`src/rtl/prog_seq_generator_pkg.sv`:
```
// Shared types and default widths for the programmable serial pattern generator.
package prog_seq_generator_pkg;

  typedef enum logic [1:0] {
    IDLE = 2'd0,
    SEND = 2'd1,
    GAP  = 2'd2
  } seq_gen_state_t;

  localparam int DEF_SEQ_W = 5;
  localparam int DEF_REP_W = 4;
  localparam int DEF_GAP_W = 3;

endpackage

```
`src/rtl/prog_seq_generator_if.sv`:
```
// Control/handshake and serial-output bundle of the pattern generator.
interface prog_seq_generator_if #(
  parameter int SEQ_W = prog_seq_generator_pkg::DEF_SEQ_W,
  parameter int REP_W = prog_seq_generator_pkg::DEF_REP_W,
  parameter int GAP_W = prog_seq_generator_pkg::DEF_GAP_W
);

  logic [SEQ_W-1:0] init;
  logic [REP_W-1:0] repeat_n;
  logic [GAP_W-1:0] gap;
  logic             start;
  logic             abort;
  logic             ready;
  logic             dout;
  logic             dout_valid;
  logic             done;

  modport master (
    output init, repeat_n, gap, start, abort,
    input  ready, dout, dout_valid, done
  );

  modport slave (
    input  init, repeat_n, gap, start, abort,
    output ready, dout, dout_valid, done
  );

endinterface

```
`src/rtl/prog_seq_generator_piso.sv`:
```
// Parallel-load, shift-left register; msb is the bit that will be sent next.
module prog_seq_generator_piso #(
  parameter int SEQ_W = prog_seq_generator_pkg::DEF_SEQ_W
) (
  input  logic             clk,
  input  logic             resetn,
  input  logic             load,
  input  logic             shift,
  input  logic [SEQ_W-1:0] din,
  output logic             msb
);

  logic [SEQ_W-1:0] sr_reg;
  logic [SEQ_W-1:0] sr_next;

  // Shift network: each stage takes its lower neighbour, LSB fills with 0.
  genvar gi;
  generate
    for (gi = 1; gi < SEQ_W; gi++) begin : g_shift
      assign sr_next[gi] = load ? din[gi] : (shift ? sr_reg[gi-1] : sr_reg[gi]);
    end
  endgenerate
  assign sr_next[0] = load ? din[0] : (shift ? 1'b0 : sr_reg[0]);

  always_ff @(posedge clk) begin
    if (!resetn) sr_reg <= '0;
    else         sr_reg <= sr_next;
  end

  assign msb = sr_reg[SEQ_W-1];

endmodule

```
`src/rtl/prog_seq_generator.sv`:
```
// Serialises a latched pattern MSB first, repeat_n+1 times, with gap idle cycles between copies.
module prog_seq_generator
  import prog_seq_generator_pkg::*;
#(
  parameter int SEQ_W = DEF_SEQ_W,
  parameter int REP_W = DEF_REP_W,
  parameter int GAP_W = DEF_GAP_W
) (
  input logic                 clk,
  input logic                 resetn,
  prog_seq_generator_if.slave bus
);

  localparam int IDX_W = (SEQ_W > 2) ? $clog2(SEQ_W) : 1;
  localparam logic [IDX_W-1:0] LAST_IDX = IDX_W'(SEQ_W - 1);

  seq_gen_state_t   state_reg, state_next;
  logic [IDX_W-1:0] bit_idx_reg, bit_idx_next;
  logic [REP_W-1:0] rep_cnt_reg, rep_cnt_next;
  logic [GAP_W-1:0] gap_cnt_reg, gap_cnt_next;
  logic [GAP_W-1:0] gap_len_reg, gap_len_next;
  logic [SEQ_W-1:0] pat_reg, pat_next;
  logic             dout_reg, dout_next;
  logic             valid_reg, valid_next;
  logic             done_reg, done_next;

  logic             piso_load;
  logic             piso_shift;
  logic [SEQ_W-1:0] piso_din;
  logic             piso_msb;

  // dout is driven directly with the first bit of a copy, so the shifter is
  // loaded pre-shifted and always presents the following bit on msb.
  prog_seq_generator_piso #(.SEQ_W(SEQ_W)) u_piso (
    .clk    (clk),
    .resetn (resetn),
    .load   (piso_load),
    .shift  (piso_shift),
    .din    (piso_din),
    .msb    (piso_msb)
  );

  always_comb begin
    state_next   = state_reg;
    bit_idx_next = bit_idx_reg;
    rep_cnt_next = rep_cnt_reg;
    gap_cnt_next = gap_cnt_reg;
    gap_len_next = gap_len_reg;
    pat_next     = pat_reg;
    dout_next    = 1'b0;
    valid_next   = 1'b0;
    done_next    = 1'b0;
    piso_load    = 1'b0;
    piso_shift   = 1'b0;
    piso_din     = {pat_reg[SEQ_W-2:0], 1'b0};

    case (state_reg)
      IDLE: begin
        if (bus.start && !bus.abort) begin
          state_next   = SEND;
          pat_next     = bus.init;
          rep_cnt_next = bus.repeat_n;
          gap_len_next = bus.gap;
          bit_idx_next = LAST_IDX;
          dout_next    = bus.init[SEQ_W-1];
          valid_next   = 1'b1;
          piso_load    = 1'b1;
          piso_din     = {bus.init[SEQ_W-2:0], 1'b0};
        end
      end

      SEND: begin
        if (bit_idx_reg != '0) begin
          bit_idx_next = bit_idx_reg - 1'b1;
          dout_next    = piso_msb;
          valid_next   = 1'b1;
          piso_shift   = 1'b1;
        end else if (rep_cnt_reg == '0) begin
          state_next = IDLE;
          done_next  = 1'b1;
        end else begin
          rep_cnt_next = rep_cnt_reg - 1'b1;
          if (gap_len_reg == '0) begin
            bit_idx_next = LAST_IDX;
            dout_next    = pat_reg[SEQ_W-1];
            valid_next   = 1'b1;
            piso_load    = 1'b1;
          end else begin
            state_next   = GAP;
            gap_cnt_next = gap_len_reg;
          end
        end
      end

      GAP: begin
        // gap_cnt holds the idle cycles left including the current one.
        if (gap_cnt_reg <= 1) begin
          state_next   = SEND;
          gap_cnt_next = '0;
          bit_idx_next = LAST_IDX;
          dout_next    = pat_reg[SEQ_W-1];
          valid_next   = 1'b1;
          piso_load    = 1'b1;
        end else begin
          gap_cnt_next = gap_cnt_reg - 1'b1;
        end
      end

      default: state_next = IDLE;
    endcase

    if (bus.abort) begin
      state_next = IDLE;
      dout_next  = 1'b0;
      valid_next = 1'b0;
      done_next  = 1'b0;
      piso_load  = 1'b0;
      piso_shift = 1'b0;
    end
  end

  always_ff @(posedge clk) begin
    if (!resetn) begin
      state_reg   <= IDLE;
      bit_idx_reg <= '0;
      rep_cnt_reg <= '0;
      gap_cnt_reg <= '0;
      gap_len_reg <= '0;
      pat_reg     <= '0;
      dout_reg    <= 1'b0;
      valid_reg   <= 1'b0;
      done_reg    <= 1'b0;
    end else begin
      state_reg   <= state_next;
      bit_idx_reg <= bit_idx_next;
      rep_cnt_reg <= rep_cnt_next;
      gap_cnt_reg <= gap_cnt_next;
      gap_len_reg <= gap_len_next;
      pat_reg     <= pat_next;
      dout_reg    <= dout_next;
      valid_reg   <= valid_next;
      done_reg    <= done_next;
    end
  end

  assign bus.ready      = (state_reg == IDLE);
  assign bus.dout       = dout_reg;
  assign bus.dout_valid = valid_reg;
  assign bus.done       = done_reg;

endmodule
```
`src/flat_wrapper.sv`:
```
// flat-port wrapper written by rule: the top's interface ports become plain ports
module prog_seq_generator_flat import prog_seq_generator_pkg::*;
#(
  parameter int SEQ_W = DEF_SEQ_W,
  parameter int REP_W = DEF_REP_W,
  parameter int GAP_W = DEF_GAP_W
)
  (clk, resetn, bus_init, bus_repeat_n, bus_gap, bus_start, bus_abort, bus_ready, bus_dout, bus_dout_valid, bus_done);
  prog_seq_generator_if #(.SEQ_W(SEQ_W), .REP_W(REP_W), .GAP_W(GAP_W)) bus_i ();
  input logic clk;
  input logic resetn;
  input wire logic [$bits(bus_i.init)-1:0] bus_init;
  input wire logic [$bits(bus_i.repeat_n)-1:0] bus_repeat_n;
  input wire logic [$bits(bus_i.gap)-1:0] bus_gap;
  input wire logic [$bits(bus_i.start)-1:0] bus_start;
  input wire logic [$bits(bus_i.abort)-1:0] bus_abort;
  output wire logic [$bits(bus_i.ready)-1:0] bus_ready;
  output wire logic [$bits(bus_i.dout)-1:0] bus_dout;
  output wire logic [$bits(bus_i.dout_valid)-1:0] bus_dout_valid;
  output wire logic [$bits(bus_i.done)-1:0] bus_done;
  assign bus_i.init = bus_init;
  assign bus_i.repeat_n = bus_repeat_n;
  assign bus_i.gap = bus_gap;
  assign bus_i.start = bus_start;
  assign bus_i.abort = bus_abort;
  assign bus_ready = bus_i.ready;
  assign bus_dout = bus_i.dout;
  assign bus_dout_valid = bus_i.dout_valid;
  assign bus_done = bus_i.done;
  prog_seq_generator #(.SEQ_W(SEQ_W), .REP_W(REP_W), .GAP_W(GAP_W)) u_core (.clk(clk), .resetn(resetn), .bus(bus_i));
endmodule
```
`config.mk`:
```
export PLATFORM = sky130hd
export DESIGN_NAME = prog_seq_generator_flat
export DESIGN_NICKNAME = d
export VERILOG_FILES = /design/src/rtl/prog_seq_generator_pkg.sv /design/src/rtl/prog_seq_generator_if.sv /design/src/rtl/prog_seq_generator_piso.sv /design/src/rtl/prog_seq_generator.sv /design/src/flat_wrapper.sv
export SDC_FILE = /design/constraint.sdc
export NUM_CORES = 1
export LEC_CHECK = 0
export CAP_MARGIN = 40
export CORE_MARGIN = 4
export CORE_UTILIZATION = 53
export CTS_BUF_LIST = sky130_fd_sc_hd__clkbuf_8 sky130_fd_sc_hd__clkbuf_16
export DETAILED_ROUTE_END_ITERATION = 8
export GPL_TIMING_DRIVEN = 0
export PLACE_DENSITY = 0.8
export SYNTH_ARGS = -nofsm -noshare
export SYNTH_HDL_FRONTEND = slang
export SYNTH_HIERARCHICAL = 1
export SYNTH_SLANG_ARGS = --single-unit
```
`constraint.sdc`:
```
create_clock -name clk -period 2.45 [get_ports clk]
set_input_delay 0.49 -clock clk [delete_from_list [all_inputs] [get_ports clk]]
set_output_delay 0.49 -clock clk [all_outputs]
set_load 0.005 [all_outputs]
```
==> flow_summary.toml <==
[finish]
final_cell_mix = "dfxtp_1, clkdlybuf4s50_1, nand2_1"
nFillCells = 213
syn_to_final_growth_pct = 19.9
nets = 201
layout-drive-gt1-share_pct = 16.1
antenna_cells = 0
layout_commonest_cell = "dfxtp_1"

[pwr]
power.switching_uw = 228
powerDensity_nw_per_um2 = 513
power_frac_clock_pct = 27.3
p_leak_nw = 0.672
internal_power_uw = 671
pwr-share-seq_pct = 54.8
max-vdd-ir-drop_uv = 468
p_sw_share_pct = 25.3
finalPower_uw = 898
pwr-share-comb_pct = 17.8

[yosys]
postSynthAreaPerCell_um2 = 9.24
synth_area_um2 = 1460
synth_edf_count = 0
seq_area_frac_synth_pct = 38.4
syn-num-nets = 177
synth_warnings = 6
synth_seq_cells = 28
synth_cells = 158
async_flop_share_pct = 0
synth.distinct_cells = 48
synth_flop_cell = "dfxtp_1"

[clock_tree]
cts_max_level = 1
postCtsHoldBufs = 0
numCtsBuffers = 3
clkSinkCount = 28
clk_path_buf_depth = 2
clk_latency_ns = 0.27
cts_tree = "yes"
path_clk_slew_ns = 0.09
cts_resized = 0
cts_root_buffer = "clkbuf_8"
postCtsSetupBuffers = 0

[min_path]
holdCritPathClass = "flop to flop"
hold_depth = 2
min_from = "u_core/pat_reg[4]"

[drt]
wl_per_cell_um = 15.4
vias = 1287
antenna_left = 0
avgViaCountPerCell = 6.13
drtIter0Drc = 50
wl_mm = 3.24
drcViolationCount = 0
detail_route.first_pass.iterations = 4

[floorplan]
fp.dieW_um = 60.5
fp-row-count = 18
core_area_um2 = 2540
io_pins = 20
die_height_um = 60.5
initial_utilization_pct = 57.4
die_area_um2 = 3660

[worst_setup_path]
worst-r2r-cell-count = 9
r2r-start = "u_core/rep_cnt_reg[0]"
startpoint = "bus_abort"
crit_type = "input pin to flop"
setup.worst_path.end_class = "flop"
cp_max_fo = 10
slowest_stage = "clkdlybuf4s50_1"
reg2reg_slack_ns = 0.14
critical_path_required_ns = 2.66
crit_path_max_incr_delay_ns = 0.55
crit_chain = "clkdlybuf4s50_1 -> nand2b_2 -> nor3_4 -> clkbuf_4 -> nor3_2 -> nor3b_2 -> buf_6 -> or3b_1 -> a21boi_1"
start_kind = "input pin"
crit_arrival_ns = 2.54

[grt]
grt_pass1_wl_mm = 5.42
grt_overflow = 0
antenna_found_initial = 0
grt_pass1_vias = 1215
grt_usage_pct = 19.7
grt_max_degree = 15

[sta]
post-route-period-util_pct = 95.0
final_max_slew_viol_count = 0
clock_skew_ns = 0.00469
holdWs_ns = 0.471
rsz0062_at_grt = "no"
relSlewSlack_pct = 55.2
setup_viol_count_final = 0
fmax_mhz = 430
finalCriticalPeriod_ns = 2.33
hold_violations = 0
tightest_slew_ns = 0.667
finalWorstSetupSlack_ns = 0.123

[placed_design]
dp_hpwl_mm = 2.43
dp_slack_ns = -0.246
io_buffers = 19
routabilityCongestion = 0.845

[job]
drv_cap = 0

[outcome]
status = "completed"
==> per-stage QoR <==
step           TNS [ns]  instance area, µm²  util, %  std cells
6_report              0                1750     68.8        210
5_1_grt               0                1750     68.8        210
4_1_cts               0                1730     67.9        210
3_5_place_dp      -1.14                1690     66.3        207
3_3_place_gp      -1.10                1690     66.3        207
2_1_floorplan         0                1460        -        158
==> power by group through the flow <==
stage / Combinational (mW) / Sequential (mW) / Clock, mW
floorplan: 0.102 / 0.498 / 0
global route: 0.176 / 0.496 / 0.267
global placement: 0.149 / 0.501 / 0
finish: 0.160 / 0.492 / 0.246
CTS: 0.156 / 0.492 / 0.252
detailed placement: 0.155 / 0.503 / 0
==> worst max-delay path, delay by kind of cell <==
kind                   cells  cell delay [ns]
buffers and inverters      3             0.90
and+or+nand+nor            5             0.99
AOI/OAI and AO/OA          1             0.14
==> final timing paths <==
| kind | endpoint |
|---|---|
| setup / recovery | u_core/u_piso/sr_reg[0] |
| hold / removal | u_core/pat_reg[4] |
| setup reg to reg | u_core/u_piso/sr_reg[0] |
| hold reg to reg | u_core/pat_reg[4] |
==> synthesized netlist by cell type, types with 2 or more instances <==
library cell | number | area (µm²)
nor3_2 | 2 | 20.0
buf_2 | 2 | 10.0
o41ai_1 | 2 | 17.5
o21ai_0 | 4 | 20.0
nand2_1 | 13 | 48.8
or3_1 | 3 | 18.8
mux2_2 | 8 | 90.1
clkbuf_1 | 3 | 11.3
nor3_1 | 7 | 35.0
nor2b_1 | 3 | 18.8
nor2_1 | 5 | 18.8
a21oi_1 | 10 | 50.1
nor3b_1 | 5 | 37.5
or2_2 | 2 | 12.5
dfxtp_1 | 28 | 561
inv_1 | 6 | 22.5
and2_1 | 4 | 25.0
nand2b_1 | 5 | 31.3
or2b_1 | 4 | 30.0
a31oi_1 | 2 | 12.5
o211a_1 | 4 | 40.0
ha_1 | 3 | 37.5
o311ai_0 | 2 | 17.5
a211oi_1 | 3 | 22.5
nor4_1 | 5 | 31.3
==> kinds of logic after synthesis <==
| family | synth area share [%] |
|---|---|
| AOI/OAI and AO/OA | 20.5 |
| adders and majority gates | 2.57 |
| buffers and inverters | 4.03 |
| DFF | 38.4 |
| muxes | 7.20 |
| other | 0.257 |
| and+or+nand+nor | 27.1 |
==> layout make-up <==
class	count	area, µm²	area share [%]
Multi-Input combinational cell	117	860	49.1
Inverter	6	22.5	1.29
Buffer	7	38.8	2.22
Clock buffer	3	41.3	2.36
Tap cell	30	37.5	2.14
Timing Repair Buffer	19	190	10.9
Sequential cell	28	561	32.0
==> metal layers <==
| metal | GRT usage, % | part of all wire [%] | vias up |
|---|---|---|---|
| met5 | 0 | 0 | - |
| met4 | 5.26 | 0.93 | 0 |
| met3 | 4.89 | 5.4 | 6 |
| met2 | 33.3 | 47 | 38 |
| met1 | 25.2 | 47 | 614 |
| li1 | - | - | 629 |
No activity file was read; power rests on OpenSTA's default activity.
